### src/rtl/vx_uop_expander_if.sv
// Valid/ready instruction channel shared by the sequencer and ibuffer sides.
// Payload type is a parameter so the channel stays generic.
interface vx_uop_expander_if #(
  parameter type data_t = logic
);
  logic  valid;
  data_t data;
  logic  ready;

  modport master (
    output valid,
    output data,
    input  ready
  );

  modport slave (
    input  valid,
    input  data,
    output ready
  );
endinterface

package vx_uop_pkg;
  localparam int UUID_BITS     = 16;
  localparam int NW_BITS       = 2;
  localparam int NUM_THREADS   = 4;
  localparam int EX_BITS       = 3;
  localparam int INST_OP_BITS  = 4;
  localparam int INST_MOD_BITS = 3;
  localparam int NRI_BITS      = 5;
  localparam int REG_BITS      = NRI_BITS + 1;

  localparam logic [EX_BITS-1:0] EX_ALU    = 3'd0;
  localparam logic [EX_BITS-1:0] EX_LSU    = 3'd1;
  localparam logic [EX_BITS-1:0] EX_SFU    = 3'd2;
  localparam logic [EX_BITS-1:0] EX_FPU    = 3'd3;
  localparam logic [EX_BITS-1:0] EX_TENSOR = 3'd4;

  typedef struct packed {
    logic [UUID_BITS-1:0]     uuid;
    logic [NW_BITS-1:0]       wis;
    logic [NUM_THREADS-1:0]   tmask;
    logic [31:0]              PC;
    logic [EX_BITS-1:0]       ex_type;
    logic [INST_OP_BITS-1:0]  op_type;
    logic [INST_MOD_BITS-1:0] op_mod;
    logic                     wb;
    logic                     use_PC;
    logic                     use_IMM;
    logic [31:0]              imm;
    logic [REG_BITS-1:0]      rd;
    logic [REG_BITS-1:0]      rs1;
    logic [REG_BITS-1:0]      rs2;
    logic [REG_BITS-1:0]      rs3;
  } ibuf_data_t;
endpackage

### src/rtl/vx_uop_expander.sv
// Expands tensor instructions into step/substep uops with generated
// float-register operands; other instructions pass through one stage.
module vx_uop_expander
  import vx_uop_pkg::*;
#(
  parameter logic [EX_BITS-1:0] UOP_EX_TYPE = EX_TENSOR,
  parameter int NUM_SETS     = 4,
  parameter int NUM_STEPS    = 4,
  parameter int NUM_SUBSTEPS = 2,
  parameter int A_BASE       = 0,
  parameter int B_BASE       = 8,
  parameter int C_BASE       = 16
) (
  input  logic clk,
  input  logic reset,
  vx_uop_expander_if.slave  uop_sequencer_if,
  vx_uop_expander_if.master ibuffer_if,
  output logic bad_op
);

  localparam int TOTAL  = NUM_STEPS * NUM_SUBSTEPS;
  localparam int STEP_W = (NUM_STEPS > 1) ? $clog2(NUM_STEPS) : 1;
  localparam int SUB_W  = (NUM_SUBSTEPS > 1) ? $clog2(NUM_SUBSTEPS) : 1;
  localparam int SET_W  = (NUM_SETS > 1) ? $clog2(NUM_SETS) : 1;

  if (A_BASE + TOTAL > (1 << NRI_BITS)) begin : g_chk_a
    $error("A operand range exceeds register file");
  end
  if (B_BASE + TOTAL > (1 << NRI_BITS)) begin : g_chk_b
    $error("B operand range exceeds register file");
  end
  if (C_BASE + NUM_SUBSTEPS > (1 << NRI_BITS)) begin : g_chk_c
    $error("C operand range exceeds register file");
  end
  if (NUM_SETS * NUM_STEPS > (1 << INST_OP_BITS)) begin : g_chk_op
    $error("op_type too narrow for sets x steps");
  end
  if (NUM_SUBSTEPS > (1 << INST_MOD_BITS)) begin : g_chk_mod
    $error("op_mod too narrow for substeps");
  end

  typedef enum logic {
    IDLE,
    EXPAND
  } state_t;

  state_t              state, state_n;
  logic [STEP_W-1:0]   step, step_n;
  logic [SUB_W-1:0]    sub, sub_n;
  logic [SET_W-1:0]    set_q, set_n;
  logic                out_v, out_v_n;
  ibuf_data_t          out_d, out_d_n;

  ibuf_data_t          in_d;
  logic                in_v;
  logic                load;
  logic                busy;
  logic                is_exp;
  logic                is_good;
  logic                last;
  logic                sub_wrap;
  logic                go_exp;
  logic                go_pass;
  logic [STEP_W-1:0]   cur_step;
  logic [SUB_W-1:0]    cur_sub;
  logic [SET_W-1:0]    cur_set;

  function automatic ibuf_data_t make_uop(
    input ibuf_data_t        src,
    input logic [SET_W-1:0]  s,
    input logic [STEP_W-1:0] st,
    input logic [SUB_W-1:0]  sb
  );
    ibuf_data_t          u;
    logic [NRI_BITS-1:0] j;
    j = NRI_BITS'(st) * NRI_BITS'(NUM_SUBSTEPS)
      + NRI_BITS'(sb);
    u = src;
    u.ex_type = UOP_EX_TYPE;
    u.op_type = INST_OP_BITS'(s) * INST_OP_BITS'(NUM_STEPS)
              + INST_OP_BITS'(st);
    u.op_mod  = INST_MOD_BITS'(sb);
    u.wb      = 1'b1;
    u.use_PC  = 1'b0;
    u.use_IMM = 1'b0;
    u.imm     = '0;
    u.rs1     = {1'b1, NRI_BITS'(A_BASE) + j};
    u.rs2     = {1'b1, NRI_BITS'(B_BASE) + j};
    u.rd      = {1'b1, NRI_BITS'(C_BASE) + NRI_BITS'(sb)};
    u.rs3     = u.rd;
    return u;
  endfunction

  assign in_v    = uop_sequencer_if.valid;
  assign in_d    = uop_sequencer_if.data;
  assign load    = !out_v || ibuffer_if.ready;
  assign busy    = (state == EXPAND);
  assign is_exp  = (in_d.ex_type == UOP_EX_TYPE);
  assign is_good = is_exp && (int'(in_d.op_type) < NUM_SETS);

  // The first uop is emitted straight from IDLE at (0,0).
  assign cur_step = busy ? step : '0;
  assign cur_sub  = busy ? sub : '0;
  assign cur_set  = busy ? set_q : SET_W'(in_d.op_type);
  assign sub_wrap = (cur_sub == SUB_W'(NUM_SUBSTEPS - 1));
  assign last     = sub_wrap
                 && (cur_step == STEP_W'(NUM_STEPS - 1));

  assign go_exp  = load && (busy || (in_v && is_good));
  assign go_pass = load && !busy && in_v && !is_good;

  // Input is only acknowledged once its last uop loads.
  assign uop_sequencer_if.ready =
    !reset && load && ((busy || is_good) ? last : 1'b1);
  assign bad_op = !reset && go_pass && is_exp;

  assign ibuffer_if.valid = out_v;
  assign ibuffer_if.data  = out_d;

  always_comb begin
    state_n = state;
    step_n  = step;
    sub_n   = sub;
    set_n   = set_q;
    out_v_n = out_v;
    out_d_n = out_d;
    if (load) begin
      out_v_n = 1'b0;
    end
    unique case (1'b1)
      go_exp: begin
        out_v_n = 1'b1;
        out_d_n = make_uop(in_d, cur_set, cur_step, cur_sub);
        set_n   = cur_set;
        if (last) begin
          state_n = IDLE;
          step_n  = '0;
          sub_n   = '0;
        end else if (sub_wrap) begin
          state_n = EXPAND;
          step_n  = cur_step + STEP_W'(1);
          sub_n   = '0;
        end else begin
          state_n = EXPAND;
          step_n  = cur_step;
          sub_n   = cur_sub + SUB_W'(1);
        end
      end
      go_pass: begin
        out_v_n = 1'b1;
        out_d_n = in_d;
      end
      default: ;
    endcase
  end

  always_ff @(posedge clk or posedge reset) begin
    if (reset) begin
      state <= IDLE;
      step  <= '0;
      sub   <= '0;
      set_q <= '0;
      out_v <= 1'b0;
      out_d <= '0;
    end else begin
      state <= state_n;
      step  <= step_n;
      sub   <= sub_n;
      set_q <= set_n;
      out_v <= out_v_n;
      out_d <= out_d_n;
    end
  end

  a_hold_input: assert property (
    @(posedge clk) disable iff (reset)
    (state == EXPAND) |-> in_v
  );

endmodule
### src/flat_wrapper.sv
// flat-port wrapper written by rule: the top's interface ports become plain ports
module vx_uop_expander_flat import vx_uop_pkg::*;
#(
  parameter logic [EX_BITS-1:0] UOP_EX_TYPE = EX_TENSOR,
  parameter int NUM_SETS     = 4,
  parameter int NUM_STEPS    = 4,
  parameter int NUM_SUBSTEPS = 2,
  parameter int A_BASE       = 0,
  parameter int B_BASE       = 8,
  parameter int C_BASE       = 16
)
  (clk, reset, bad_op, uop_sequencer_if_valid, uop_sequencer_if_data, uop_sequencer_if_ready, ibuffer_if_valid, ibuffer_if_data, ibuffer_if_ready);
  vx_uop_expander_if uop_sequencer_if_i ();
  vx_uop_expander_if ibuffer_if_i ();
  input  logic clk;
  input  logic reset;
  output logic bad_op;
  input wire logic [$bits(uop_sequencer_if_i.valid)-1:0] uop_sequencer_if_valid;
  input wire logic [$bits(uop_sequencer_if_i.data)-1:0] uop_sequencer_if_data;
  output wire logic [$bits(uop_sequencer_if_i.ready)-1:0] uop_sequencer_if_ready;
  output wire logic [$bits(ibuffer_if_i.valid)-1:0] ibuffer_if_valid;
  output wire logic [$bits(ibuffer_if_i.data)-1:0] ibuffer_if_data;
  input wire logic [$bits(ibuffer_if_i.ready)-1:0] ibuffer_if_ready;
  assign uop_sequencer_if_i.valid = uop_sequencer_if_valid;
  assign uop_sequencer_if_i.data = uop_sequencer_if_data;
  assign uop_sequencer_if_ready = uop_sequencer_if_i.ready;
  assign ibuffer_if_valid = ibuffer_if_i.valid;
  assign ibuffer_if_data = ibuffer_if_i.data;
  assign ibuffer_if_i.ready = ibuffer_if_ready;
  vx_uop_expander #(.UOP_EX_TYPE(UOP_EX_TYPE), .NUM_SETS(NUM_SETS), .NUM_STEPS(NUM_STEPS), .NUM_SUBSTEPS(NUM_SUBSTEPS), .A_BASE(A_BASE), .B_BASE(B_BASE), .C_BASE(C_BASE)) u_core (.clk(clk), .reset(reset), .uop_sequencer_if(uop_sequencer_if_i), .ibuffer_if(ibuffer_if_i), .bad_op(bad_op));
endmodule
### config.mk
export PLATFORM = sky130hd
export DESIGN_NAME = vx_uop_expander_flat
export DESIGN_NICKNAME = d
export VERILOG_FILES = /design/src/rtl/vx_uop_expander_if.sv /design/src/rtl/vx_uop_expander.sv /design/src/flat_wrapper.sv
export SDC_FILE = /design/constraint.sdc
export NUM_CORES = 1
export LEC_CHECK = 0
export ABC_AREA = 1
export CORE_AREA = 2 2 39 41
export CTS_CLUSTER_DIAMETER = 30
export DETAILED_ROUTE_END_ITERATION = 16
export DIE_AREA = 0 0 41 43
export GPL_TIMING_DRIVEN = 0
export RECOVER_POWER = 25
export SETUP_SLACK_MARGIN = 0.05
export SLEW_MARGIN = 30
export SYNTH_ARGS = -nofsm -noshare
export SYNTH_HDL_FRONTEND = slang
export SYNTH_SLANG_ARGS = --single-unit
### constraint.sdc
create_clock -name clk -period 1.45 [get_ports clk]
set_clock_uncertainty 0.05 [all_clocks]
set_input_delay 0.29 -clock clk [delete_from_list [all_inputs] [get_ports clk]]
set_output_delay 0.29 -clock clk [all_outputs]
set_load 0.02 [all_outputs]
==> results_dict.tcl <==
set metrics [dict create \
    switching_power_mw 0.4167 \
    overflow 0 \
    swShare_pct 40.79 \
    clkTransAtPathRegs_ns 0.05 \
    grt_max_degree 9 \
    stdcell_area_um2 526.8 \
    violations "setup timing" \
    ant_nets 0 \
    p_per_area_nw_per_um2 1939 \
    cp_top_family "buffers and inverters" \
    drive_above_1_share_pct 38.98 \
    final_common_cell "nand2_1" \
    path_buf_inv 4 \
    clk_latency_ns 0.25 \
    route.detailed.wl_per_inst_um 10.04 \
    netlist_instances 42 \
    place_congestion 0.6859 \
    pwr-share-seq_pct 30.6 \
    startpoint_type "register" \
    core_area_um2 1384 \
    worstSetupEndpointType "output port" \
    cp_cell_sequence "buf_6 -> buf_4 -> inv_4 -> nor2_2 -> nor2_2 -> buf_6" \
    cts_tree "yes" \
    track_usage_pct 10.23 \
    pin_count 9 \
    rows 14 \
    cts-hold-fix-buffers 0 \
    fin_cells 75 \
    drc 0 \
    synth_area_um2 339.1 \
    layout_common_cells "9 x nand2_1, 8 x buf_4, 6 x dfrtp_1" \
    total_power_mw 1.021 \
    ir_drop_v 0.0007383 \
    p_int_mw 0.6048 \
    cap_violations 0 \
    cts_buffers 3 \
    die_height_um 43 \
    clock-root-buffer "clkbuf_4" \
    synthArstFlopShare_pct 100.0 \
    critical_path.max_fanout 5 \
    setup_slack_ns -0.08611 \
    hp-class "in -> async" \
    syn_avg_cell_area_um2 8.073 \
    start_util_pct 24.50 \
    yosysSeqAreaShare_pct 44.28 \
    fin_crit_ns 1.536 \
    combPwrFrac_pct 53.5 \
    antenna_cells 0 \
    synth_warnings 0 \
    ys.flop_type "dfrtp_1" \
    crit_path_top_delay_cell "dfrtp_1" \
    max-clock-path-buffers 2 \
    slew_viol_final 0 \
    period_share_pct 105.9 \
    clock_power_share_pct 15.9 \
    synth_nets 47 \
    vias_per_cell 4.093 \
    crit_required_ns 1.11 \
    utilization_pct 38.07 \
    final_nets 66 \
    synth_edf_count 0 \
    synth_cell_types 19 \
    grt_pass1_wl_um 1200 \
    status "finished, violations left" \
    placed_area_um2 429.2 \
    die_w_um 41 \
    hpwlAfterDp_um 477.8 \
    h-tree-depth 1 \
    hold_viol 0 \
    setup_tns_ns -0.08611 \
    vias 307 \
    rsz0062_at_grt "yes" \
    port_buffers 7 \
    dp.cells 65 \
    routed_wl_um 753 \
    area_growth_pct 55.35 \
    ys_seq_elements 6 \
    setup_viol 1 \
    grt_pass1_vias 260 \
    die_area_um2 1763 \
    critical_path_class "reg -> out" \
    cpPeakStageDelay_ns 0.37 \
    dr.pass1.iters 4 \
    clock_sinks 6 \
    antenna_found_initial 0 \
    fmax_ghz 0.6510 \
    p_leak_nw 0.2547 \
    drt_iter0_drc 6 \
    cp.arrival_ns 1.20 \
]
-- state kept, by name (all words and copies together) (netlist names) --
name                     cells
u_core.ibuffer_if.valid      1
u_core.step                  2
u_core.sub                   1
u_core.busy                  1
u_core.ibuffer_if.data       1
-- per-stage QoR --
step / worst slack [ns] / hold WS [ns]
floorplan: 0.1994 / 0.03927
global placement: -0.6114 / 0.4235
detailed placement: -0.6096 / 0.4249
CTS: -0.1223 / 0.1889
global route: -0.1520 / 0.2265
finish: -0.08611 / 0.1883
-- timing repair --
| item | in CTS | in global routing |
|---|---|---|
| endpoints found under the setup margin | 3 | 1 |
| buffers inserted | 0 | 7 |
| resized for setup | 9 | 6 |
| hold endpoints to repair | 0 | 0 |
| pin swaps | 0 | 4 |
-- cell families after synthesis --
| logic type | count (synthesis) | synth area share (%) |
|---|---|---|
| buf+inv | 8 | 12.54 |
| xor+xnor | 1 | 2.583 |
| compound gates | 4 | 7.748 |
| simple gates | 22 | 31.73 |
| other cells | 1 | 1.106 |
| flops | 6 | 44.28 |
-- metal layers --
metal	share of wire, %	global-route usage (%)	routed length (um)
met5	0	0	0
met4	0	4.000	0
met3	4.0	4.712	30
met2	51	11.25	386
met1	45	16.56	337
-- Yosys cell counts, types with 2 or more instances --
cell,count,area [um2]
dfrtp_1,6,150.1
inv_1,4,15.01
nand2_1,9,33.78
nand2_2,2,12.51
nand3_1,5,25.02
nor2_1,2,7.510
nor2_2,2,12.51
-- area by class of cell --
type	count	area, um2
Multi-Input combinational cell	28	166.4
Tap cell	16	20.02
Fill cell	149	857.1
Inverter	6	26.28
Clock buffer	3	22.52
Buffer	2	18.77
Sequential cell	6	150.1
Timing Repair Buffer	14	122.6
-- worst paths after layout --
path                                        start                     end  slack, ns  cells after the start
hold reg to reg            u_core.ibuffer_if.data  u_core.ibuffer_if.data       0.43                      2
max in group asynchronous                   reset             u_core.busy       1.01                      2
hold / removal                              reset  u_core.ibuffer_if.data       0.19                      2
min in group clk           u_core.ibuffer_if.data  u_core.ibuffer_if.data       0.43                      2
setup / recovery                      u_core.busy  uop_sequencer_if_ready      -0.09                      6
setup reg to reg                      u_core.busy          u_core.step[1]       0.30                      7
-- power by group through the flow --
stage | clock network [mW] | registers, mW | logic [mW]
final | 0.163 | 0.313 | 0.546
after global routing | 0.179 | 0.324 | 0.597
after CTS | 0.164 | 0.304 | 0.392
after detailed placement | 0 | 0.304 | 0.404
after global placement | 0 | 0.300 | 0.403
after floorplan | 0 | 0.323 | 0.265
Power figures use the tool's default switching activity.
